<file path="src/rtl/axi_rd_arbiter.sv">
// Shares one AXI read channel (AR/R) between the instruction-fetch and data-load ports.
// Optional AXI_RD_RR_EN selects round-robin arbitration instead of fixed data-over-inst priority.
module axi_rd_arbiter #(
  parameter int ADDR_W    = 32,
  parameter int DATA_W    = 32,
  parameter int MAX_OUTST = 2
) (
  input  logic              clk,
  input  logic              resetn,
  input  logic              inst_req,
  input  logic [ADDR_W-1:0] inst_addr,
  input  logic [1:0]        inst_size,
  output logic              inst_addr_ok,
  output logic              inst_data_ok,
  output logic [DATA_W-1:0] inst_rdata,
  input  logic              data_req,
  input  logic [ADDR_W-1:0] data_addr,
  input  logic [1:0]        data_size,
  output logic              data_addr_ok,
  output logic              data_data_ok,
  output logic [DATA_W-1:0] data_rdata,
  output logic [3:0]        arid,
  output logic [ADDR_W-1:0] araddr,
  output logic [2:0]        arsize,
  output logic [7:0]        arlen,
  output logic [1:0]        arburst,
  output logic              arvalid,
  input  logic              arready,
  input  logic [3:0]        rid,
  input  logic [DATA_W-1:0] rdata,
  input  logic              rvalid,
  output logic              rready
);

  localparam int CNT_W = $clog2(MAX_OUTST + 1);
  localparam logic [CNT_W-1:0] CNT_MAX  = CNT_W'(MAX_OUTST);
  localparam logic [CNT_W-1:0] CNT_ZERO = CNT_W'(0);
  localparam logic [CNT_W-1:0] CNT_ONE  = CNT_W'(1);

  typedef enum logic [0:0] {
    IDLE    = 1'b0,
    AR_WAIT = 1'b1
  } state_t;

  state_t            state_r, state_nx_s;
  logic              arvalid_r;
  logic [ADDR_W-1:0] araddr_r;
  logic [3:0]        arid_r;
  logic [2:0]        arsize_r;
  logic              rready_r;
  logic [CNT_W-1:0]  cnt_inst_r, cnt_data_r;
  logic              inst_elig_s, data_elig_s;
  logic              grant_inst_s, grant_data_s;
  logic              unused_s;
`ifdef AXI_RD_RR_EN
  logic              last_data_r;
`endif

  // Outstanding count update: +1 on issue, -1 on return, both together cancel.
  function automatic logic [CNT_W-1:0] next_cnt(input logic [CNT_W-1:0] cnt,
                                                 input logic inc, input logic dec);
    logic [CNT_W-1:0] res;
    case ({inc, dec})
      2'b10:   res = cnt + CNT_ONE;
      2'b01:   res = cnt - CNT_ONE;
      default: res = cnt;
    endcase
    return res;
  endfunction

  assign inst_elig_s = inst_req & (cnt_inst_r < CNT_MAX);
  assign data_elig_s = data_req & (cnt_data_r < CNT_MAX);

  // Only the low RID bit routes responses; upper bits are ignored.
  assign unused_s = ^rid[3:1];

  assign inst_addr_ok = arvalid_r & arready & (arid_r == 4'd0);
  assign data_addr_ok = arvalid_r & arready & (arid_r == 4'd1);
  assign inst_data_ok = rvalid & rready_r & ~rid[0] & (cnt_inst_r != CNT_ZERO);
  assign data_data_ok = rvalid & rready_r &  rid[0] & (cnt_data_r != CNT_ZERO);
  assign inst_rdata   = rdata;
  assign data_rdata   = rdata;

  assign arvalid = arvalid_r;
  assign araddr  = araddr_r;
  assign arid    = arid_r;
  assign arsize  = arsize_r;
  assign arlen   = 8'd0;
  assign arburst = 2'b01;
  assign rready  = rready_r;

  // Arbitration and next-state: grants are only made from IDLE.
  always_comb begin
    grant_inst_s = 1'b0;
    grant_data_s = 1'b0;
    state_nx_s   = state_r;
    case (state_r)
      IDLE: begin
`ifdef AXI_RD_RR_EN
        if (inst_elig_s && data_elig_s) begin
          grant_data_s = ~last_data_r;
          grant_inst_s =  last_data_r;
        end else begin
          grant_data_s = data_elig_s;
          grant_inst_s = inst_elig_s;
        end
`else
        grant_data_s = data_elig_s;
        grant_inst_s = inst_elig_s & ~data_elig_s;
`endif
        if (grant_inst_s || grant_data_s) begin
          state_nx_s = AR_WAIT;
        end else begin
          state_nx_s = IDLE;
        end
      end
      AR_WAIT: begin
        if (arready) begin
          state_nx_s = IDLE;
        end else begin
          state_nx_s = AR_WAIT;
        end
      end
      default: state_nx_s = IDLE;
    endcase
  end

  // State register.
  always_ff @(posedge clk or negedge resetn) begin
    if (!resetn) begin
      state_r <= IDLE;
    end else begin
      state_r <= state_nx_s;
    end
  end

  // AR channel registers: loaded on grant, held stable until the handshake.
  always_ff @(posedge clk or negedge resetn) begin
    if (!resetn) begin
      arvalid_r <= 1'b0;
      araddr_r  <= '0;
      arid_r    <= 4'd0;
      arsize_r  <= 3'd0;
    end else if (grant_inst_s || grant_data_s) begin
      arvalid_r <= 1'b1;
      araddr_r  <= grant_data_s ? data_addr : inst_addr;
      arid_r    <= grant_data_s ? 4'd1 : 4'd0;
      arsize_r  <= {1'b0, (grant_data_s ? data_size : inst_size)};
    end else if ((state_r == AR_WAIT) && arready) begin
      arvalid_r <= 1'b0;
    end
  end

  // R is always accepted once out of reset; unowned beats are silently dropped.
  always_ff @(posedge clk or negedge resetn) begin
    if (!resetn) begin
      rready_r <= 1'b0;
    end else begin
      rready_r <= 1'b1;
    end
  end

  // Per-requester outstanding counters; issue blocking keeps them from passing MAX_OUTST.
  always_ff @(posedge clk or negedge resetn) begin
    if (!resetn) begin
      cnt_inst_r <= CNT_ZERO;
      cnt_data_r <= CNT_ZERO;
    end else begin
      cnt_inst_r <= next_cnt(cnt_inst_r, inst_addr_ok, inst_data_ok);
      cnt_data_r <= next_cnt(cnt_data_r, data_addr_ok, data_data_ok);
    end
  end

`ifdef AXI_RD_RR_EN
  // Remember who won last so a tie goes to the other requester.
  always_ff @(posedge clk or negedge resetn) begin
    if (!resetn) begin
      last_data_r <= 1'b0;
    end else if (grant_inst_s || grant_data_s) begin
      last_data_r <= grant_data_s;
    end
  end
`endif

endmodule

</file>
<file path="config.mk">
export PLATFORM = sky130hd
export DESIGN_NAME = axi_rd_arbiter
export DESIGN_NICKNAME = d
export VERILOG_FILES = /design/src/rtl/axi_rd_arbiter.sv
export SDC_FILE = /design/constraint.sdc
export NUM_CORES = 1
export LEC_CHECK = 0
export BUFFER_PORTS_ARGS = -buffer_cell sky130_fd_sc_hd__buf_2
export CORE_MARGIN = 3
export CORE_UTILIZATION = 39
export DETAILED_ROUTE_END_ITERATION = 8
export HOLD_SLACK_MARGIN = 0.12
export PLACE_DENSITY_LB_ADDON = 0.1
export SYNTH_ARGS = -nofsm -noshare
export SYNTH_HDL_FRONTEND = slang
export SYNTH_SLANG_ARGS = --single-unit
</file>
<file path="constraint.sdc">
create_clock -name clk -period 1.75 [get_ports clk]
set_input_delay 0.35 -clock clk [delete_from_list [all_inputs] [get_ports clk]]
set_output_delay 0.35 -clock clk [all_outputs]
set_load 0.01 [all_outputs]
</file>
==> results.txt, run 1 <==
- Outcome: completed
- After synthesis, the largest family of logic cells by area is buffers and inverters.
- Worst path max stage delay: approximately 0.53 ns
* Leftover overflow at the end of global routing: 0
- For this design the top-level I/O count stands at roughly 230.
* Start-to-end type of the worst setup path: flop to flop
* Clock latency on the worst-skew pair: 0.29 ns
- After detailed routing, the average wire length per cell comes to about 14 um.
* Cell count after placement: roughly 410
- The path with the worst hold slack has its endpoint at state_r.
* Top cell type by total area after synthesis: dfrtp_1
- The number of pins exceeding their max-slew limit in the final report came to 0.
- In the synthesized netlist the async set-or-reset flop fraction comes to 100%.
- Ordered list of cells on the worst path: or3b_2 -> buf_4 -> o32ai_1 -> a21oi_1
- The clock arrives with around 0.0052 ns of skew.
- Count of unique library cells instantiated by Yosys: 23
- The number of gates resized after CTS was 0.
- Ranking of synthesized cells by instance count: 78 x buf_4, 42 x dfrtp_1, 36 x a21oi_1, 36 x inv_1, 29 x o32ai_2
- Counting the buffers created by CTS gives 5.
* Crit start category: flop
- R2r startpoint: state_r
- For this run, the post-layout net count is between 400 and 500.
- The final critical path takes up between 90% and 100% of the cycle.
- Yosys attributes the largest share of cell area to dfrtp_1 38%, buf_4 21%, o32ai_2 17%.
- Residual antenna-violating net count after detailed routing: 0
* Root cell of the clock tree: clkbuf_8
- Once layout is done, the placed cells without fillers occupy 3040 um^2.
- Max-cap violations in this run came to 0.
* Die Wd: around 90 um
- At the placement stage, the worst setup path has a slack of between 0.08 and 0.09 ns.
* Final hold vios: 0
- Initial Utilization: a little over 40%
- The initialized floorplan defines 30 standard-cell rows.
- Worst vdd ir: roughly 0.00060 V
* Endpoint kind of the worst setup timing path: flop
- Summed over all layers, the routed wires come to around 6000 um.
* Cell with the most instances after synthesis: buf_4
- Along the worst hold path, the cell count comes to 2.
* Hold Crit Start: arready
* Gate Count Post-Synth: 271
* Critical path data required time: 1.93 ns
- Final setup margin: around 0.074 ns
* TritonCTS clock tree: done
- In the global route stage, overall resource usage came out at approximately 15%.
- Via-per-instance ratio: 4.58
- The largest individual stage delay along the critical path comes from the cell or3b_2.
* Longest Clk Path Bufs: 2
- Yosys Warn Count: 0
* Full die area: 8120 um^2
* Post-synthesis average cell area: roughly 10 um^2
* Core region area: 6830 um^2
- 0 antenna diodes ended up in the layout.
* Post-route minimum period: 1.68 ns
- Of the total synthesized cell area, the portion taken by AND, OR, NAND and NOR gates is approximately 3.4%.
* Fraction of layout cells with a size suffix above 1: 51.4%
* Final design utilization: between 40 and 50%
- Via count of the first global-routing pass: just over 2,000
- Drt pass-1 iters: 4
- For this run, the leading register cell type out of synthesis is dfrtp_1.
- Synth Area in Adders: less than 1%
* Number of DRC violations after detailed routing: 0
- Via Count: slightly below 2,000
- After synthesis, the share of cell area in mux cells is 0%.
* Post-CTS Setup Repair Bufs: 0
- The min-delay analysis places its worst path in the category primary input to flop.
- After synthesis, the largest area contributor takes up 38.1% of total cell area.
- Fraction of the mapped netlist area in compound gates: between 20% and 30%
- Of all nets on the critical path, the largest fanout is 19.
- Vertical die dimension: 90.1 um
- Largest net degree at the start of global routing: 21
- Critical path data arrival time: approximately 1.9 ns
- Broken down by cell family, the worst path's largest delay share belongs to simple AND/OR/NAND/NOR gates.
- Leak pwr: around 1.5 nW
- Global-route wire length before repair: about 10000 um
* CTS H-tree depth: 2
- Final HPWL from detailed placement: roughly 4500 um
* Iteration-0 DRC Markers: between 40 and 50
- The placed instances occupy a cell area of roughly 2900 um^2.
- Number of flip-flops and latches in the synthesized netlist: 42
* Clock sink total: 42
- The number of buffers and inverters on the critical path is 1.
- Final weighted congestion of routability-driven global placement: about 0.70
* Antenna violations before repair: 0
- Summing the areas of all xor and xnor instances in the mapped netlist gives ~1.9% of the synthesized area.
- Capture point of the worst reg-to-reg path: araddr[4]
- Syn Std Cell Area: ~2800 um^2
- Count of buffers inserted at the top-level ports: 115
* Total power density per cell area: 1490 nW/um^2
- After clock tree synthesis, the clock-pin slew on the worst setup and hold paths is 0.08 ns.
* Relative area change from synthesis to final layout: 10.3%
- Internal reg-to-reg setup slack: 0.07 ns
- Worst hold slack: between 0.2 and 0.3 ns
- Setup repair after global routing could not meet its margin everywhere.
- Final setup viols: 0
* Worst Reg2Reg Path Length in Cells: 4
- Maximum clock rate: slightly below 600 MHz
- Of the synthesized area, sequential elements account for 38.1%.
- The finished layout holds roughly 420 standard cells, fillers aside.
* Post-synth EDFFs: 0
==> worst max-delay path by stage <==
| stage | startpoint | end | slack (ns) | cells past startpoint |
|---|---|---|---|---|
| after floorplan | cnt_inst_r[0] | cnt_inst_r[1] | 0.30 | 5 |
| after global placement | state_r | araddr[4] | 0.07 | 4 |
| after detailed placement | state_r | araddr[4] | 0.08 | 4 |
| after CTS | state_r | araddr[2] | 0.05 | 4 |
| after global routing | state_r | araddr[3] | -0.0005 | 4 |
| final | state_r | araddr[4] | 0.07 | 4 |
==> registers in the layout, summed over array words and instances (netlist names) <==
signal      cells
arsize          2
arvalid         1
cnt_data_r      2
state_r         1
rready          1
araddr         32
arid            1
cnt_inst_r      2
==> area by class of cell <==
class / count / area, um^2
clock buffer: 7 / 86.3
clock inverter: 1 / 5.00
fill: 698 / 3790
inverter: 36 / 135
multi-input combinational: 113 / 946
sequential: 42 / 1050
tap: 96 / 120
timing repair buffer: 128 / 701
==> per-stage QoR <==
stage           TNS (ns)  power (W)
6_report               0    0.00453
5_1_grt        -0.000473    0.00491
4_1_cts                0    0.00462
3_5_place_dp           0    0.00395
3_3_place_gp           0    0.00392
2_1_floorplan          0    0.00326
==> layout by cell type (no fill, tap or decap), drive strengths merged <==
cell         instances
clkbuf               7
nand3                1
o21bai               1
nand2                4
o32ai               34
buf                127
nor2                 4
dlygate4sd3          1
conb                15
nand2b               1
a21oi               36
nor3                 3
ha                   2
nor2b                2
or2                  1
or3b                 2
xnor2                4
o21ai                1
xor2                 2
inv                 36
clkinv               1
dfrtp               42
==> metal layers <==
metal / up-vias / global-route usage (%) / part of all wire, %
li1: 934 / - / -
met1: 858 / 18.5 / 43
met2: 118 / 22.8 / 44
met3: 27 / 6.44 / 11
met4: 0 / 6.63 / 2.6
met5: - / 0 / 0
==> cell families (layout without fill, tap and decap cells) <==
kind of cell / count (synthesis) / in the layout
buffers and inverters: 129 / 172
xor gates and xnor gates: 6 / 6
and+or+nand+nor: 18 / 18
DFF: 42 / 42
adders and majority gates: 2 / 2
AOI/OAI and AO/OA: 72 / 72
other: 2 / 15
==> repair_timing <==
| item | CTS | global route |
|---|---|---|
| hold endpoints to repair | 13 | 0 |
| endpoints found under the setup margin | 0 | 1 |
| hold buffers | 1 | 0 |
==> power breakdown <==
part	leakage [nW]	switching, W	total, W	internal, W
sequential	0.463	0.000251	0.00169	0.00144
clock	0.0482	0.000331	0.000650	0.000319
combinational	1.03	0.00123	0.00219	0.000962
total	1.54	0.00181	0.00453	0.00272
Note: power is estimated with default switching activity, not from simulation.
==> inputs of run 2 (changes only) <==
CORE_UTILIZATION = 35   (was 39)
clock period = 1.5 ns   (was 1.75 ns; I/O delays follow)
==> results.txt, run 2 (synthesis results as in run 1) <==
- The flow ran to the end, and the final reports show no timing, DRC or antenna violations.
- Path category of the worst min-delay check: primary input to flop
* Bufs and invs on worst path: 1 (unchanged)
- TritonCTS clock tree: done
- The total leakage power was 1.58 nW (+2.4%).
- The total core area was 7450 um^2 (+9.0%).
- Leaving out fill and tap cells, the most frequent cell in the layout is buf_2.
* Final clock period utilization by the worst path: 98.5% (+2.8 points)
- The last weighted congestion value of the routability-driven placer came to 0.692 (-0.93%).
* Cell count after placement: 419 (+1.2%)
* Ordered list of cells on the worst path: or3b_2 -> buf_8 -> o32ai_2 -> a21oi_1
- Initial Utilization: 37.0% (-3.3 points)
- The number of sinks handled by clock tree synthesis is 42 (unchanged).
- RSZ-0062 raised after global routing: true
- The max-capacitance violation count was 0 (unchanged).
* Global routing met3 resource utilization: 5.10% (-1.3 points)
- The post-route clock skew came to 0.00506 ns (-0.000163 ns).
- Leftover overflow at the end of global routing: 0 (unchanged)
- The number of cells in the finished layout apart from fillers was 430 (+1.7%).
- The longest individual stage delay on the worst path is 0.53 ns (about the same).
* Relative area change from synthesis to final layout: 14.1%
- The tree is rooted in a clkbuf_8.
- The post-route antenna net violation count is 0 (unchanged).
- Global-route wire length before repair: 9670 um (-3.0%)
* Number of flip-flops in the largest register: 32 (unchanged)
- Critical path data arrival time: 1.65 ns (-0.20 ns)
* Crit start category: flop
* Final routed wirelength across all metal layers: 6340 um (+5.5%)
* Antenna fix cells: 0 (unchanged)
- The detailed-router iteration count before antenna repair came to 4 (unchanged).
- GR Layer Usage met2: 22.8% (about the same)
- Final setup viols: 0 (unchanged)
- The die outline height came to 94.8 um (+5.2%).
* # rows: 31 (+3.3%)
- The full die area came to 8980 um^2 (+11%).
- Total clock buffers created by CTS: 5 (unchanged)
- GRT Resource Usage Total: 13.8% (-1.2 points)
- Longest Clk Path Bufs: 2 (unchanged)
* Crit path max-delay cell type: or3b_2
- Most frequent cells in the layout: 114 x buf_2, 42 x dfrtp_1, 36 x a21oi_1
* Count of buffers inserted at the top-level ports: 115 (unchanged)
- The power per cell area came to 1750 nW/um^2 (+17%).
* Fraction of layout cells with a size suffix above 1: 53.8% (+2.4 points)
- The shortest period the worst path allows came to 1.48 ns (-0.197 ns).
* Number of ports placed on the die boundary: 229 (unchanged)
- The worst path required time came to 1.67 ns (-0.26 ns).
- Clock latency on the worst-skew pair: 0.29 ns (about the same)
- Endpoint kind of the worst setup timing path: flop
- Cell family with most CP delay: simple AND/OR/NAND/NOR gates
- Antenna violations before repair: 0 (unchanged)
- The final routed wire length divided by cell count came to 14.7 um (+3.8%).
* Via count of the first global-routing pass: 1,930 (-5.0%)
- The post-route total power is 0.00549 W (+21%).
* Final design utilization: 42.3% (-2.3 points)
* Clock slew at reported path FFs: 0.08 ns (about the same)
- The fmax is 676 MHz (+13%).
* Total Nets Final: 442 (+0.91%)
- Worst vdd ir: 0.000619 V (+3.0%)
- The number of H-tree levels is 2 (unchanged).
- Via-per-instance ratio: 4.56 (-0.46%)
- The worst setup path is of the flop to flop kind.
- The width of the die came to 94.8 um (+5.2%).
- The vias after detailed routing came to 1,960 (+1.2%).
* Final HPWL from detailed placement: 4780 um (+5.1%)
- The count of final hold-check violations is 0 (unchanged).
* Critical path peak fanout: 20 (+1)
* Final max-slew violation count: 0 (unchanged)
- Most heavily used metal layer in global routing: met2
- M1 GR Usage: 16.9% (-1.6 points)
- The maximum number of pins on one net before global-route repair was 43 (+100%).
- The starting DRC count in detailed routing was 43 (-12%).
- The number of design rule violations left after detail routing came to 0 (unchanged).
[run 2: cell types whose count changed in the layout (fill, tap and decap cells not counted), sizes merged]
cell  previous run  this run
buf            127       131
[run 2: cell type report]
type	instances	area [um^2]
fillers	765	4300
clock inverters	1	5.00
well taps	99	124
clock buffers	7	86.3
flip-flops and latches	42	1050
multi-input cells	113	978
inverters	36	135
repair buffers	132	768
[run 2: metrics by stage]
step / worst slack (ns) / TNS [ns] / cell area (um^2) / hold WS (ns)
after floorplan: 0.0487 / 0 / 2810 / 0.00441
after global placement: -0.0799 / -1.58 / 2970 / 0.298
after detailed placement: -0.0771 / -1.68 / 2970 / 0.298
after CTS: 0.00263 / 0 / 3100 / 0.263
after global routing: -0.0335 / -0.212 / 3150 / 0.277
final: 0.0218 / 0 / 3150 / 0.273
[run 2: per-layer routing]
| metal | routed length (um) | vias up | part of all wire [%] |
|---|---|---|---|
| met4 | 94 | 0 | 1.5 |
| li1 | - | 937 | - |
| met1 | 2510 | 892 | 40 |
| met5 | 0 | - | 0 |
| met3 | 747 | 15 | 12 |
| met2 | 2990 | 116 | 47 |
[run 2: report_power, final]
group / internal (W) / total (W) / switching (W)
Clock: 0.000372 / 0.000758 / 0.000386
Sequential: 0.00168 / 0.00196 / 0.000280
Combinational: 0.00126 / 0.00278 / 0.00152
Total: 0.00331 / 0.00549 / 0.00218
[run 2: worst register-to-register path, stage by stage, from the launching register on]
cell and delay [ns]:
dfrtp_1 0.41, or3b_2 0.53, buf_8 0.20, o32ai_2 0.16
a21oi_1 0.07
[run 2: repair_timing]
action                                  CTS  global route
hold buffers                              1             0
gates resized for setup                   6             9
buffers inserted                          1             1
pin swaps                                 0             0
endpoints found under the hold margin    42             0
endpoints found under the setup margin   35            22
[run 2: final timing paths]
| kind | cells past startpoint | slack (ns) | from | to |
|---|---|---|---|---|
| max | 4 | 0.02 | state_r | arsize[1] |
| min | 3 | 0.27 | data_addr[27] | araddr[27] |
| max reg2reg | 4 | 0.02 | state_r | arsize[1] |
| min reg2reg | 2 | 0.51 | araddr[5] | araddr[5] |
| max in group asynchronous | 3 | 0.78 | resetn | araddr[18] |
| min in group asynchronous | 3 | 0.50 | resetn | araddr[30] |
==> inputs of run 3 (changes only) <==
ABC_AREA = 1   (was default)
CORE_UTILIZATION = 37   (was 35)
==> results.txt, run 3 <==
- Outcome: completed
- The part of the Yosys area used for sequential elements came to 35.2% (-2.9 points).
- Most used flip-flop cell after synthesis: dfrtp_1
- The worst-case setup margin in the final layout came to 0.0982 ns (+0.0764 ns).
- The starting density of the core came to 38.4% (+1.4 points).
- Start-to-end type of the worst setup path: flop to output pin
- M1 GR Usage: 17.7% (+0.82 points)
- The post-route antenna net violation count was 0 (unchanged).
* Drt pass-1 iters: 4 (unchanged)
- Total area of sequential cells: 1050 um^2 (+0.12%)
* Power share of the clock group: 12.3% (-1.5 points)
- The ratio of final minimum period to clock period is 93.5% (-5.1 points).
- Count of buffers inserted at the top-level ports: 115 (unchanged)
* Final HPWL from detailed placement: 4970 um (+4.0%)
- In this design, the largest share of critical-path delay is due to flip-flops.
- The critical path starts at cnt_data_r[1].
- Global-route wire length before repair: 10,500 um (+8.1%)
- Combinational share of power: 51.2% (+0.6 points)
- The max-capacitance violation count is 0 (unchanged).
- Final max-slew violation count: 0 (unchanged)
* Most frequent standard cell in the layout excluding fill and tap cells: buf_2
- The total leakage power came to 2.05 nW (+30%).
- The total core area was 7770 um^2 (+4.3%).
- Count of fill cells added during filler insertion: 913 (+19%)
- Area share of the leading cell type in the synthesized netlist: 35.2% (-2.9 points)
- The minimum hold slack was 0.200 ns (-0.0727 ns).
- Global routing met3 resource utilization: 3.91% (-1.2 points)
- Count of unique library cells instantiated by Yosys: 22 (-4.3%)
- The post-placement worst setup slack came to 0.0741 ns (+0.151 ns).
- The number of instances in the synthesized netlist is 416 (+54%).
* Worst-case clock skew: 0.00873 ns (+0.00367 ns)
- # rows: 32 (+3.2%)
- The arrival time at the worst endpoint is 1.10 ns (-0.55 ns).
* Final setup viols: 0 (unchanged)
- Crit start category: flop
- Routed length per instance: 11.8 um (-20%)
- Endpoint kind of the worst setup timing path: output pin
- The number of sinks handled by clock tree synthesis was 42 (unchanged).
* Sequential share of power: 36.5% (+0.9 points)
- Yosys instantiated no cell more often than nand2_1.
- Antenna violations before repair: 0 (unchanged)
- Ranking of synthesized cells by instance count: 97 x nand2_1, 81 x buf_4, 75 x inv_1, 72 x nand3_1, 42 x dfrtp_1
- The post-synthesis register bit count was 42 (unchanged).
* Crit path max-delay cell type: dfrtp_2
- The worst register-to-register path ends at cnt_data_r[1].
- Root cell of the clock tree: clkbuf_8
* Path category of the worst min-delay check: primary input to flop
* Via count of the first global-routing pass: 2,299 (+19%)
- GR Layer Usage met2: 24.2% (+1.4 points)
- The shortest period the worst path allows is 1.40 ns (-0.0764 ns).
* Final routed wirelength across all metal layers: 6710 um (+5.8%)
* Top cell type by total area after synthesis: dfrtp_1
- Number of flip-flops in the largest register: 32 (unchanged)
- Final weighted congestion of routability-driven global placement: 0.746 (+7.9%)
- The vias after detailed routing came to 2,473 (+26%).
- Post-route standard cell area excluding fillers: 3250 um^2 (+3.3%)
* Vertical die dimension: 95.8 um (+1.1%)
- Total Nets Final: 579 (+31%)
- The number of design rule violations left after detail routing came to 0 (unchanged).
* Worst vdd ir: 0.000556 V (-10%)
- Clock latency on the worst-skew pair: 0.29 ns (about the same)
* Total clock buffers created by CTS: 5 (unchanged)
- The placed standard-cell area was 3150 um^2 (+6.0%).
* Internal reg-to-reg setup slack: 0.12 ns (+0.10 ns)
* Number of ports placed on the die boundary: 229 (unchanged)
* Longest Clk Path Bufs: 2 (unchanged)
- Switching Fraction: 43.9% (+4.2 points)
* Switch Pwr: 0.00246 W (+13%)
- The count of final hold-check violations is 0 (unchanged).
- The overflow left after global routing came to 0 (unchanged).
- The share of synthesized registers carrying an async set or reset came to 100% (unchanged).
- Ordered list of cells on the worst path: o21ai_0 -> nor2_1 -> buf_2
- The full die area is 9180 um^2 (+2.2%).
- CTS H-tree depth: 2 (unchanged)
- Total power density per cell area: 1720 nW/um^2 (-1.2%)
- Via-per-instance ratio: 4.35 (-4.6%)
- Fraction of layout cells with a size suffix above 1: 32.3% (-21 points)
- TritonCTS clock tree: done
* Die Wd: 95.8 um (+1.1%)
- Relative to the synthesized area, the layout overhead comes to 8.93%.
- The multi-input gate area in the final layout was 1020 um^2 (+3.8%).
- The fmax was 713 MHz (+5.5%).
* Most heavily used metal layer in global routing: met2
* Cells taking the most area after synthesis: dfrtp_1 35%, buf_4 20%, nand2_1 12%
- Worst path max stage delay: 0.45 ns (-0.08 ns)
* GRT Resource Usage Total: 14.5% (+0.72 points)
- Following the worst setup path forward leads to its endpoint at data_data_ok.
- Critical path data required time: 1.20 ns (-0.47 ns)
- Stages on worst setup path: 3 (-1)
- RSZ-0062 raised after global routing: true
* Summed negative setup slack over all endpoints: 0 ns (unchanged)
- Yosys Warn Count: 0 (unchanged)
- Bufs and invs on worst path: 1 (unchanged)
- The final antenna diode count was 0 (unchanged).
- Internal Dissipation: 0.00314 W (-5.0%)
* Largest net degree at the start of global routing: 43 (unchanged)
- Syn Std Cell Area: 2980 um^2 (+8.2%)
- The count of flip-flops with a built-in enable after synthesis was 0 (unchanged).
- The post-synthesis area per instance came to 7.17 um^2 (-30%).
* Most frequent cells in the layout: 115 x buf_2, 97 x nand2_1, 75 x inv_1
* Critical path peak fanout: 4 (-80%)
* Worst Reg2Reg Path Length in Cells: 8 (+4)
- The startpoint identified for the worst register-to-register timing path is arvalid.
- Clock slew at reported path FFs: 0.08 ns (about the same)
* Iteration-0 DRC Markers: 82 (+91%)
==> run 3: kinds of logic after synthesis <==
family | after synthesis | share of synthesized area [%]
simple gates | 193 | 29.6
buf+inv | 171 | 32.9
flops | 42 | 35.2
compound gates | 4 | 0.671
xor+xnor | 2 | 0.587
fa+ha+maj | 2 | 0.838
other cells | 2 | 0.252
==> run 3: cell type report <==
type	count	area share [%]
Sequential cell	42	32.4
Multi-Input combinational cell	216	31.3
Clock buffer	5	2.12
Clock inverter	2	0.308
Timing Repair Buffer	126	21.1
Tap cell	102	3.93
Inverter	76	8.93
==> run 3: power groups by stage <==
stage	Combinational, W	Clock, W	Sequential [W]
after detailed placement	0.00293	0	0.00206
final	0.00287	0.000691	0.00205
after CTS	0.00294	0.000728	0.00205
after global placement	0.00291	0	0.00206
after global routing	0.00332	0.000773	0.00212
after floorplan	0.00184	0	0.00226
==> run 3: worst min path at each step <==
stage | startpoint | end | slack (ns) | cells after the start
after detailed placement | resetn | cnt_inst_r[0] | 0.30 | 2
after floorplan | resetn | araddr[0] | 0.004 | 0
after global routing | arready | state_r | 0.19 | 2
final | arready | state_r | 0.20 | 2
after global placement | resetn | cnt_inst_r[0] | 0.30 | 2
after CTS | arready | state_r | 0.19 | 2
==> run 3: stage by stage <==
stage / power, W / std cells / util [%]
after floorplan: 0.00410 / 429 / -
after global placement: 0.00497 / 561 / 40.6
after detailed placement: 0.00499 / 561 / 40.6
after CTS: 0.00572 / 569 / 41.7
after global routing: 0.00621 / 569 / 41.8
final: 0.00560 / 569 / 41.8
==> run 3: repair_timing <==
action	in CTS	in global routing
setup endpoints to repair	0	4
hold buffers	1	0
buffers inserted	0	0
hold endpoints to repair	42	0
resized for setup	0	3
==> run 3: layer usage <==
layer | share of wire, % | vias to the layer above | routed length (um)
li1 | - | 1253 | -
met5 | 0 | - | 0
met2 | 46 | 104 | 3060
met1 | 42 | 1091 | 2850
met4 | 2.0 | 0 | 133
met3 | 9.9 | 25 | 665
